`src/rtl/wb_port_arbiter.sv`:
```
// Register-file write-port arbiter: pipeline write-back has priority, long-latency results queue in a FIFO.
// Define WB_ARB_PERF_EN to add saturating steal / FIFO-full cycle counters.
`ifndef WORD_LEN
`define WORD_LEN 32
`endif

module wb_port_arbiter #(
    parameter int DEPTH    = 4,
    parameter int MAX_WAIT = 8,
    parameter int RADDR_W  = 5
) (
    input  logic                 clk,
    input  logic                 rst,
    input  logic                 pipe_valid,
    input  logic [RADDR_W-1:0]   pipe_rd,
    input  logic [`WORD_LEN-1:0] pipe_wb_data,
    input  logic                 mdu_valid,
    output logic                 mdu_ready,
    input  logic [RADDR_W-1:0]   mdu_rd,
    input  logic [`WORD_LEN-1:0] mdu_data,
    output logic                 stall_pipe,
    output logic                 rf_we,
    output logic [RADDR_W-1:0]   rf_waddr,
    output logic [`WORD_LEN-1:0] rf_wdata,
    input  logic [RADDR_W-1:0]   chk_rd,
    output logic                 chk_hit
`ifdef WB_ARB_PERF_EN
    ,
    output logic [31:0]          perf_steals,
    output logic [31:0]          perf_full_cycles
`endif
);

    localparam int PTR_W  = $clog2(DEPTH);
    localparam int CNT_W  = PTR_W + 1;
    localparam int WAIT_W = $clog2(MAX_WAIT + 1);

    typedef enum logic [1:0] {
        IDLE,
        PENDING,
        STEAL
    } state_t;

    state_t             state_q, state_d;
    logic [PTR_W-1:0]   wr_ptr_q, wr_ptr_d;
    logic [PTR_W-1:0]   rd_ptr_q, rd_ptr_d;
    logic [CNT_W-1:0]   count_q, count_d;
    logic [WAIT_W-1:0]  wait_cnt_q, wait_cnt_d;

    logic [RADDR_W-1:0]   fifo_rd_q   [DEPTH];
    logic [`WORD_LEN-1:0] fifo_data_q [DEPTH];

    logic fifo_empty;
    logic fifo_full;
    logic accept;
    logic push;
    logic pop;
    logic pipe_write;
    logic [DEPTH-1:0] hit_vec;

    assign fifo_empty = (count_q == '0);
    assign fifo_full  = (count_q == CNT_W'(DEPTH));

    // Ready comes from registered occupancy only, so a same-cycle pop never frees a slot.
    assign mdu_ready  = ~rst & ~fifo_full;
    assign accept     = mdu_valid & mdu_ready;
    assign push       = accept & (mdu_rd != '0);

    assign stall_pipe = (state_q == STEAL);
    assign pipe_write = pipe_valid & (pipe_rd != '0);
    assign pop        = ~fifo_empty & (stall_pipe | ~pipe_write);

    always_comb begin
        rf_we    = 1'b0;
        rf_waddr = '0;
        rf_wdata = '0;
        if (!rst) begin
            if (pop) begin
                rf_we    = 1'b1;
                rf_waddr = fifo_rd_q[rd_ptr_q];
                rf_wdata = fifo_data_q[rd_ptr_q];
            end else if (pipe_write) begin
                rf_we    = 1'b1;
                rf_waddr = pipe_rd;
                rf_wdata = pipe_wb_data;
            end
        end
    end

    always_comb begin
        wr_ptr_d   = wr_ptr_q;
        rd_ptr_d   = rd_ptr_q;
        state_d    = state_q;
        wait_cnt_d = wait_cnt_q;
        if (push) begin
            wr_ptr_d = wr_ptr_q + PTR_W'(1);
        end
        if (pop) begin
            rd_ptr_d = rd_ptr_q + PTR_W'(1);
        end
        count_d = count_q + CNT_W'(push) - CNT_W'(pop);

        case (state_q)
            IDLE: begin
                wait_cnt_d = '0;
                if (push) begin
                    state_d = PENDING;
                end
            end
            PENDING: begin
                if (pop) begin
                    wait_cnt_d = '0;
                    if (count_d == '0) begin
                        state_d = IDLE;
                    end
                end else begin
                    wait_cnt_d = wait_cnt_q + WAIT_W'(1);
                    // Steal on starvation, or when the FIFO fills so the unit is not blocked for long.
                    if ((wait_cnt_d == WAIT_W'(MAX_WAIT)) || (count_d == CNT_W'(DEPTH))) begin
                        state_d = STEAL;
                    end
                end
            end
            STEAL: begin
                wait_cnt_d = '0;
                state_d    = (count_d == '0) ? IDLE : PENDING;
            end
            default: begin
                wait_cnt_d = '0;
                state_d    = IDLE;
            end
        endcase
    end

    always_ff @(posedge clk or posedge rst) begin
        if (rst) begin
            state_q    <= IDLE;
            wr_ptr_q   <= '0;
            rd_ptr_q   <= '0;
            count_q    <= '0;
            wait_cnt_q <= '0;
        end else begin
            state_q    <= state_d;
            wr_ptr_q   <= wr_ptr_d;
            rd_ptr_q   <= rd_ptr_d;
            count_q    <= count_d;
            wait_cnt_q <= wait_cnt_d;
        end
    end

    always_ff @(posedge clk) begin
        if (push) begin
            fifo_rd_q[wr_ptr_q]   <= mdu_rd;
            fifo_data_q[wr_ptr_q] <= mdu_data;
        end
    end

    // An entry is live when its distance from the read pointer is below the occupancy.
    for (genvar gi = 0; gi < DEPTH; gi++) begin : g_chk
        logic [PTR_W-1:0] offset;
        assign offset      = PTR_W'(gi) - rd_ptr_q;
        assign hit_vec[gi] = ({1'b0, offset} < count_q) && (fifo_rd_q[gi] == chk_rd);
    end

    assign chk_hit = (chk_rd != '0) && (|hit_vec);

`ifdef WB_ARB_PERF_EN
    logic [31:0] perf_steals_q;
    logic [31:0] perf_full_q;

    always_ff @(posedge clk or posedge rst) begin
        if (rst) begin
            perf_steals_q <= '0;
            perf_full_q   <= '0;
        end else begin
            if (stall_pipe && (perf_steals_q != '1)) begin
                perf_steals_q <= perf_steals_q + 32'd1;
            end
            if (fifo_full && (perf_full_q != '1)) begin
                perf_full_q <= perf_full_q + 32'd1;
            end
        end
    end

    assign perf_steals      = perf_steals_q;
    assign perf_full_cycles = perf_full_q;
`endif

endmodule

```
`config.mk`:
```
export PLATFORM = sky130hd
export DESIGN_NAME = wb_port_arbiter
export DESIGN_NICKNAME = d
export VERILOG_FILES = /design/src/rtl/wb_port_arbiter.sv
export SDC_FILE = /design/constraint.sdc
export NUM_CORES = 1
export LEC_CHECK = 0
export ABC_AREA = 1
export CAP_MARGIN = 25
export CORE_UTILIZATION = 48
export DETAILED_ROUTE_END_ITERATION = 10
export GPL_TIMING_DRIVEN = 0
export PLACE_DENSITY = 0.77
export SYNTH_ARGS = -nofsm -noshare
export SYNTH_HDL_FRONTEND = slang
export SYNTH_SLANG_ARGS = --single-unit
```
`constraint.sdc`:
```
create_clock -name clk -period 3.5 [get_ports clk]
set_clock_uncertainty 0.2 [all_clocks]
set_input_delay 0.35 -clock clk [delete_from_list [all_inputs] [get_ports clk]]
set_output_delay 0.35 -clock clk [all_outputs]
set_load 0.01 [all_outputs]
```
==> flow_summary.toml, run 1 <==
[power]
ir_drop_mv = 0.404
p_leak_nw = 3.41
power_density_nw_per_um2 = 755

[clock_network]
cts_made_buffers = 17
clk_pin_slew_ns = 0.06
clock_path_buffers = 2
clock-root-buffer = "clkbuf_16"
h-tree-depth = 4
clock_latency_ns = 0.42
cts_tree = "done"
cts.sinks = 161

[drt]
final_antenna_net_count = 0
routed_wl_um = 18000
drt_iter0_markers = 559
drt_pre_antenna_iters = 5
vias = 5376
wl_per_cell_um = 19.0
viasPerCell = 5.69
drc_errors = 0

[global_route]
grt_max_degree = 28
grt_pass1_vias = 5298
grt_pass1_wl_um = 27100
antenna_found_initial = 0
grt_util_all_layers_pct = 24.7
overflow = 0

[finish]
nFillCells = 1072
nNetsFinal = 845
num_antenna_cells = 0
syn2layout_area_growth_pct = 31.5
final_common_cell = "edfxtp_1"
final_cell_mix = "edfxtp_1 (148), clkdlybuf4s50_1 (119), nor2_1 (108), o21ai_0 (62), nand2_1 (45)"
final_cell_area_um2 = 9350
drive_gt1_share_pct = 11.2
finish.utilization_pct = 64.6

[logic_synthesis]
synth.distinct_cells = 37
yosys_warnings = 0
ys_ff_latch = 161
synth.avg_cell_area_um2 = 11.8
synth-main-ff-cell = "edfxtp_1"
yosys.area.top_type = "edfxtp_1"
syn_nets = 696
ys_async_sr_fraction_pct = 8.07
ys_seq_area_share_pct = 67.1
synthXorXnorAreaFrac_pct = 1.72
synth_compound_gate_area_share_pct = 13.3
syn_area_um2 = 7110
synth_edf_count = 148
synth_top_cell_area_share_pct = 62.5
synth_top_family_by_area = "compound AO/OA/AOI/OAI gates"
netlist_instances = 601
synthSimpleGateAreaFrac_pct = 11.1
synth.mux.area_fraction_pct = 0
synth.area.top_cells = "edfxtp_1 (63%), nor2_1 (6.0%), dfrtp_1 (4.6%)"
synth-adder-area-share_pct = 2.22

[placed_design]
portBuffers = 120
place.gp.congestion = 0.897
placed_area_um2 = 8650
place_hpwl_um = 12000

[worst_setup_path]
slowest_stage = "clkdlybuf4s50_1"
path_cells = "clkdlybuf4s50_1 > or2_2 > nor2_1 > nor2_2 > inv_1 > ha_1 > inv_1 > ha_1 > fa_1 > nor2_1 > nand3_1 > nand2_1 > nor2_1 > nor2_1 > nand3_1 > nand2_1"
cp_data_arrival_time_ns = 3.46
cp-end-kind = "flip-flop"
worstPathRequired_ns = 3.66
path_class = "input port to flip-flop"
crit_buf_inv = 3
cpPeakStageDelay_ns = 0.51
cp_top_family = "simple AND/OR/NAND/NOR gates"
path_common_cell = "nor2_1"
critPathMaxFanout = 5
worstSetupStartpointType = "input port"

[sta]
fmax_mhz = 304
setup_violations = 0
slew_viol_final = 0
fin_tns_setup_ns = 0
max-slew-margin-rel_pct = 61.2
fin_crit_sh_pct = 94.1
min_period_ns = 3.29
tightest_slew_ns = 0.581
hold_violations = 0

[floorplanning]
core_area_um2 = 14500
initial_core_util_pct = 49.1
die_h_um = 124
die_w_um = 124
row_count = 44
ioPinCount = 124
design.die.area_um2 = 15300

[min_path]
hold_path_class = "input port to async pin"

[run]
max_cap_viol_count = 0

[run_status]
status = "complete, no violations"
==> worst paths after layout <==
| path | startpoint | to | slack, ns | cells past startpoint |
|---|---|---|---|---|
| min in group clk | wait_cnt_q[0]$_DFF_PP0_ | wait_cnt_q[0]$_DFF_PP0_ | 0.31 | 1 |
| setup / recovery | mdu_rd[1] | state_q[0]$_DFFE_PP0P_ | 0.21 | 16 |
| hold / removal | rst | count_q[2]$_DFF_PP0_ | 0.22 | 3 |
| setup reg to reg | count_q[1]$_DFF_PP0_ | state_q[0]$_DFFE_PP0P_ | 0.26 | 17 |
| max in group asynchronous | rst | rd_ptr_q[1]$_DFFE_PP0N_ | 2.66 | 3 |
| hold reg to reg | wait_cnt_q[0]$_DFF_PP0_ | wait_cnt_q[0]$_DFF_PP0_ | 0.31 | 1 |
==> metrics by stage <==
step                      hold slack, ns  worst slack [ns]  instances  power (mW)
after floorplan                   0.0435             0.131        601        4.05
after global routing               0.233           -0.0163        945        7.41
after detailed placement           0.304            -0.523        909        5.09
after global placement             0.267             -1.90        905        4.98
after CTS                          0.164           0.00394        938        6.99
final                              0.220             0.208        945        7.05
==> area by class of cell <==
cell class              count  area (um2)  area share [%]
clock buffers              19         433            4.63
clock inverters            11         165            1.77
flip-flops and latches    161        4770            51.0
plain buffers              27         178            1.90
multi-input cells         372        2070            22.1
well taps                 184         230            2.46
inverters                  39         160            1.71
repair buffers            132        1340            14.4
==> worst reg2reg max path, cell delays in order (launching register included) <==
cell and delay, ns:
dfrtp_1 0.41, clkinvlp_4 0.18, nand3_4 0.13, nand2_4 0.09, inv_2 0.10, buf_6 0.18
buf_2 0.28, ha_1 0.28, inv_1 0.05, ha_1 0.15, fa_1 0.44, nor2_1 0.16
nand3_1 0.13, nand2_1 0.08, nor2_1 0.05, nor2_1 0.12, nand3_1 0.09, nand2_1 0.06
==> where the power goes <==
part / internal [mW] / switching, mW
clock: 1.18 / 0.710
combinational: 1.09 / 1.59
sequential: 2.36 / 0.125
==> synthesized netlist by cell type (2+ instances only) <==
master,instances
clkbuf_1,8
buf_6,4
nor2_1,114
buf_4,5
dfrtp_1,13
o22ai_1,26
o21a_1,12
ha_1,11
o22a_1,21
o21ai_0,62
nand4_1,6
nand3b_1,2
xor2_1,10
a21oi_1,28
xnor2_1,4
o221ai_1,3
buf_2,12
nand3_1,11
inv_2,3
or2_2,3
inv_1,34
nand2_1,47
edfxtp_1,148
==> routing by layer <==
metal  up-vias  GRT usage, %  share of wire [%]
met4         0          9.86                2.4
met3        37          7.01                7.8
met5         -             0                  0
met1      2600          30.2                 40
met2       276          41.3                 50
li1       2463             -                  -
==> logic make-up after synthesis <==
| group | Yosys count |
|---|---|
| xor+xnor | 14 |
| buf+inv | 68 |
| fa+ha+maj | 12 |
| compound gates | 157 |
| flops | 161 |
| simple gates | 189 |
==> what timing repair did <==
item	CTS	global route
pin swaps	0	1
setup buffers	0	8
cloned	0	0
endpoints found under the setup margin	3	4
hold buffers	0	0
gates resized for setup	6	12
==> state kept, by name, summed over array words and instances (netlist names) <==
name and flops:
fifo_rd_q 20, wait_cnt_q 4, rd_ptr_q 2, state_q 2, fifo_data_q 128, count_q 3, wr_ptr_q 2
Note: power is estimated with default switching activity, not from simulation.
==> run 2: changes to the inputs <==
--- a/config.mk
+++ b/config.mk
@@ -7,10 +7,11 @@
 export LEC_CHECK = 0
 export ABC_AREA = 1
 export CAP_MARGIN = 25
-export CORE_UTILIZATION = 48
+export CORE_UTILIZATION = 45
 export DETAILED_ROUTE_END_ITERATION = 10
 export GPL_TIMING_DRIVEN = 0
-export PLACE_DENSITY = 0.77
+export HOLD_SLACK_MARGIN = 0.08
+export PLACE_DENSITY = 0.72
 export SYNTH_ARGS = -nofsm -noshare
 export SYNTH_HDL_FRONTEND = slang
 export SYNTH_SLANG_ARGS = --single-unit
==> run 2 against run 1 <==
Wire length decreased by 0.48%. Die area increased by 6.6%. Sequential share of layout area decreased by 0.22 points. Maximum frequency down 1.7%. Worst hold slack got worse by 0.0087 ns. Critical path type is now flip-flop to primary output. Critical endpoint is now rf_waddr[0]. Largest power group unchanged.
==> flow_summary.toml, run 2 (synthesized netlist as in run 1, its figures left out) <==
[run_status]
status = "complete, no violations"

[worst_setup_path]
reg2reg_slack_ns = 0.31
r2r_cells = 16
slowest_stage = "clkdlybuf4s50_1"
cp-end-kind = "primary output"
worst-path-stages = 8
path_cells = "inv_1 > nand3_4 > a21oi_2 > nor2_4 > buf_2 > o21ai_0 > a21oi_1 > clkdlybuf4s50_1"
worstPathRequired_ns = 2.95
cp_data_arrival_time_ns = 2.80
cpPeakStageDelay_ns = 0.58
path_class = "flip-flop to primary output"
worstSetupStartpointType = "flip-flop"
crit_buf_inv = 3
critPathMaxFanout = 10
cp_top_family = "buffers and inverters"

[drt]
drt_pre_antenna_iters = 5
routed_wl_um = 17900
viasPerCell = 5.44
final_antenna_net_count = 0
vias = 5282
wl_per_cell_um = 18.4
drc_errors = 0
drt_iter0_markers = 448

[finish]
largest_reg_flops = 128
syn2layout_area_growth_pct = 32.0
nNetsFinal = 842
num_antenna_cells = 0
final_cell_mix = "edfxtp_1 (148), clkdlybuf4s50_1 (119), nor2_1 (108), o21ai_0 (61), nand2_1 (45)"
final_common_cell = "edfxtp_1"
largest_register = "fifo_data_q"
finalNonFillerCells = 971
largestRegisters = "fifo_data_q (128), fifo_rd_q (20), wait_cnt_q (4)"
drive_gt1_share_pct = 11.1

[placed_design]
place_hpwl_um = 12200
portBuffers = 120
place.gp.congestion = 0.886
dp.cells = 936

[clock_network]
cts_tree = "done"
h-tree-depth = 4
clk_pin_slew_ns = 0.06
cts_made_buffers = 17
clock_latency_ns = 0.43
clock-root-buffer = "clkbuf_16"
holdBufCountCts = 0
cts.sinks = 161
clock_path_buffers = 2

[sta]
rsz0062_at_grt = "no"
setup_violations = 0
tightest_slew_ns = 0.627
hold_violations = 0
fin_crit_sh_pct = 95.7
max-slew-margin-rel_pct = 58.2
min_period_ns = 3.35
slew_viol_final = 0
fmax_mhz = 299

[global_route]
grt_pass1_wl_um = 27400
antenna_found_initial = 0
grt_util_all_layers_pct = 23.0
grt_max_degree = 27
grt_pass1_vias = 5232
overflow = 0

[power]
ir_drop_mv = 0.338
finalPower_mw = 7.15
p_leak_nw = 3.39
power_density_nw_per_um2 = 761

[floorplanning]
die_w_um = 128
ioPinCount = 124
row_count = 45
die_h_um = 128
core_area_um2 = 15300
initial_core_util_pct = 46.4
design.die.area_um2 = 16300

[min_path]
hold_path_class = "input port to async pin"

[run]
max_cap_viol_count = 0
run 2: timing repair:
action / CTS / global route
pin swaps: 0 / 2
setup endpoints to repair: 3 / 5
resized for setup: 8 / 12
buffers inserted: 0 / 5
run 2: worst paths after layout:
path | from | to
hold reg to reg | wait_cnt_q[0]$_DFF_PP0_ | wait_cnt_q[0]$_DFF_PP0_
setup reg to reg | count_q[1]$_DFF_PP0_ | state_q[0]$_DFFE_PP0P_
max in group asynchronous | rst | rd_ptr_q[1]$_DFFE_PP0N_
min in group clk | wait_cnt_q[0]$_DFF_PP0_ | wait_cnt_q[0]$_DFF_PP0_
hold / removal | rst | state_q[1]$_DFFE_PP0P_
setup / recovery | count_q[1]$_DFF_PP0_ | rf_waddr[0]
run 2: worst register-to-register path, cell delays in order (launching register included):
cell,delay [ns]
dfrtp_1,0.36
inv_1,0.19
nand3_1,0.13
nand3_1,0.08
nor2_2,0.23
inv_1,0.24
ha_1,0.35
inv_1,0.04
ha_1,0.18
fa_1,0.38
nand3b_1,0.19
nand3_1,0.12
nand2_1,0.06
nor2_1,0.13
nor2_1,0.07
nand3_1,0.06
nand2_1,0.05
run 2: through the flow:
step	hold slack, ns	utilization (%)	setup slack (ns)	setup TNS (ns)	cell area [um2]
2_1_floorplan	0.0435	-	0.131	0	7110
3_3_place_gp	0.268	56.0	-1.95	-285.28	8570
3_5_place_dp	0.296	56.7	-0.585	-1.29	8680
4_1_cts	0.175	60.9	-0.00477	-0.00477	9330
5_1_grt	0.219	61.3	0.00953	0	9390
6_report	0.211	61.3	0.152	0	9390
run 2: per-layer routing:
layer	routed length [um]	GRT usage, %
met1	7130	28.5
met2	8910	38.8
met3	1420	5.34
met4	420	9.55
met5	0	0
run 2: area by class of cell:
class | count | area, um2
Fill cell | 1215 | 5930
Inverter | 39 | 159
Timing Repair Buffer | 129 | 1320
Multi-Input combinational cell | 372 | 2070
Clock inverter | 14 | 201
Buffer | 27 | 175
Clock buffer | 18 | 429
Tap cell | 211 | 264
Sequential cell | 161 | 4770
run 2: power by group:
part | leakage (nW) | switching (mW) | total, mW | internal (mW)
Clock | 0.290 | 0.762 | 1.96 | 1.20
Combinational | 1.60 | 1.62 | 2.71 | 1.09
Sequential | 1.50 | 0.119 | 2.47 | 2.35
Total | 3.39 | 2.51 | 7.15 | 4.64
==> run 3: changes to the inputs <==
--- a/config.mk
+++ b/config.mk
@@ -11,6 +11,7 @@
 export DETAILED_ROUTE_END_ITERATION = 10
 export GPL_TIMING_DRIVEN = 0
 export HOLD_SLACK_MARGIN = 0.08
+export MAX_ROUTING_LAYER = met4
 export PLACE_DENSITY = 0.72
 export SYNTH_ARGS = -nofsm -noshare
 export SYNTH_HDL_FRONTEND = slang
==> run 3 against run 2 <==
Largest cell class unchanged. Wire length is 0.26% higher. Flip-flop and latch count stayed put. Non-clock buffer count is 1 lower. Sequential share of layout area is 0.38 points higher.
==> flow_summary.toml, run 3 (synthesized netlist as in run 1, its figures left out) <==
[sta]
tightest_slew_ns = 0.604
fin_crit_sh_pct = 96.3
fin_tns_setup_ns = 0
slew_viol_final = 0
setup_ws_ns = 0.131
rsz0062_at_grt = "no"
hold_violations = 0
setup_violations = 0
fmax_mhz = 297
min_period_ns = 3.37
whs_ns = 0.224
max-slew-margin-rel_pct = 59.6

[drt]
drt_pre_antenna_iters = 5
vias = 5242
drt_iter0_markers = 515
viasPerCell = 5.40
drc_errors = 0
wl_per_cell_um = 18.5
final_antenna_net_count = 0
routed_wl_um = 17900

[finish]
num_antenna_cells = 0
final_cell_area_um2 = 9320
largestRegisters = "fifo_data_q (128), fifo_rd_q (20), wait_cnt_q (4)"
largest_reg_flops = 128
syn2layout_area_growth_pct = 31.1
area.sequential_um2 = 4770
multi_input_area_um2 = 2070
nNetsFinal = 841
final_common_cell = "edfxtp_1"
drive_gt1_share_pct = 10.7
nFillCells = 1192
largest_register = "fifo_data_q"
finalNonFillerCells = 970
final_cell_mix = "edfxtp_1 (148), clkdlybuf4s50_1 (120), nor2_1 (108), o21ai_0 (61), nand2_1 (45)"

[power]
switchingPower_mw = 2.45
power.share.clock_pct = 25.4
power_frac_comb_pct = 38.8
p_int_mw = 4.47
power_density_nw_per_um2 = 743
p_leak_nw = 3.35
pwr-share-seq_pct = 35.8
swShare_pct = 35.4
ir_drop_mv = 0.418

[worst_setup_path]
path_cells = "buf_4 > nor2_4 > inv_6 > nand2_2 > inv_1 > ha_1 > a21boi_0 > o21ai_1 > nand3_1 > nand2_1 > nor2_1 > nor2_1 > clkdlybuf4s50_1"
cp_data_arrival_time_ns = 2.82
reg2reg_slack_ns = 0.31
worstPathRequired_ns = 2.95
cp-end-kind = "primary output"
critPathMaxFanout = 19
path_class = "flip-flop to primary output"
path_common_cell = "nor2_1"
worstSetupStartpointType = "flip-flop"
cpPeakStageDelay_ns = 0.53
slowest_stage = "clkdlybuf4s50_1"

[clock_network]
h-tree-depth = 4
clock-root-buffer = "clkbuf_16"
clock_path_buffers = 2
clock_latency_ns = 0.42
clk_pin_slew_ns = 0.06
cts_made_buffers = 17
cts_tree = "done"
cts.sinks = 161
holdBufCountCts = 0

[floorplanning]
design.die.area_um2 = 16300
row_count = 45
die_w_um = 128
core_area_um2 = 15300
ioPinCount = 124
die_h_um = 128
initial_core_util_pct = 46.4

[global_route]
grt_pass1_vias = 5231
grt_util_all_layers_pct = 23.6
grt_pass1_wl_um = 27400
overflow = 0
grt_max_degree = 27
antenna_found_initial = 0

[placed_design]
place_hpwl_um = 12300
place.gp.congestion = 0.912
pre_cts_slack_ns = -0.672
dp.cells = 936
placed_area_um2 = 8680
portBuffers = 120

[run_status]
status = "complete, no violations"

[run]
max_cap_viol_count = 0

[min_path]
hold_path_class = "input port to async pin"
## run 3: cell count changes in the layout (fill, tap and decap cells not counted), sizes merged, moves of 2 or more
cell	change
inv	-4
clkinv	+8
bufinv	-2
clkinvlp	-2
## run 3: critical path: cells and delay by family, from the launching register on
kind | cells | cell delay (ns)
flip-flops | 1 | 0.36
adder cells (fa/ha/maj) | 1 | 0.26
AO/OA/AOI/OAI | 2 | 0.29
AND/OR/NAND/NOR | 6 | 0.60
buffers and inverters | 4 | 0.87
## run 3: worst paths after layout
check	start	end	cells after the start
setup / recovery	rd_ptr_q[0]$_DFFE_PP0N_	chk_hit	13
hold / removal	rst	state_q[0]$_DFFE_PP0P_	3
setup reg to reg	count_q[1]$_DFF_PP0_	state_q[0]$_DFFE_PP0P_	16
hold reg to reg	wait_cnt_q[0]$_DFF_PP0_	wait_cnt_q[0]$_DFF_PP0_	1
max in group asynchronous	rst	count_q[0]$_DFF_PP0_	3
min in group clk	wait_cnt_q[0]$_DFF_PP0_	wait_cnt_q[0]$_DFF_PP0_	1
## run 3: metrics by stage
| step | total power [mW] | util, % |
|---|---|---|
| 6_report | 6.92 | 60.8 |
| 5_1_grt | 7.28 | 60.8 |
| 4_1_cts | 6.93 | 60.6 |
| 3_5_place_dp | 5.14 | 56.7 |
| 3_3_place_gp | 5.00 | 56.0 |
| 2_1_floorplan | 4.05 | - |
## run 3: timing repair
item	CTS	global route
setup endpoints to repair	3	9
buffers inserted	0	5
gates resized for setup	9	7
pin swaps	0	1
## run 3: power groups by stage
stage / registers, mW / clock network [mW] / logic [mW]
global placement: 2.51 / 0 / 2.49
CTS: 2.47 / 1.78 / 2.68
floorplan: 2.48 / 0 / 1.57
global route: 2.49 / 1.86 / 2.92
finish: 2.48 / 1.76 / 2.69
detailed placement: 2.51 / 0 / 2.64
## run 3: layout make-up
type                    instances  area share [%]
multi-input cells             372            22.2
inverters                      39            1.75
plain buffers                  26            1.79
clock buffers                  18            4.61
repair buffers                129            14.2
well taps                     211            2.83
clock inverters                14            1.50
flip-flops and latches        161            51.2
## run 3: per-layer routing
| layer | vias up | wire length, um | GRT usage [%] |
|---|---|---|---|
| met4 | 0 | 204 | 7.40 |
| met3 | 19 | 1230 | 5.47 |
| met1 | 2554 | 7420 | 29.0 |
| met2 | 221 | 9080 | 39.1 |
| li1 | 2448 | - | - |
| met5 | - | 0 | - |
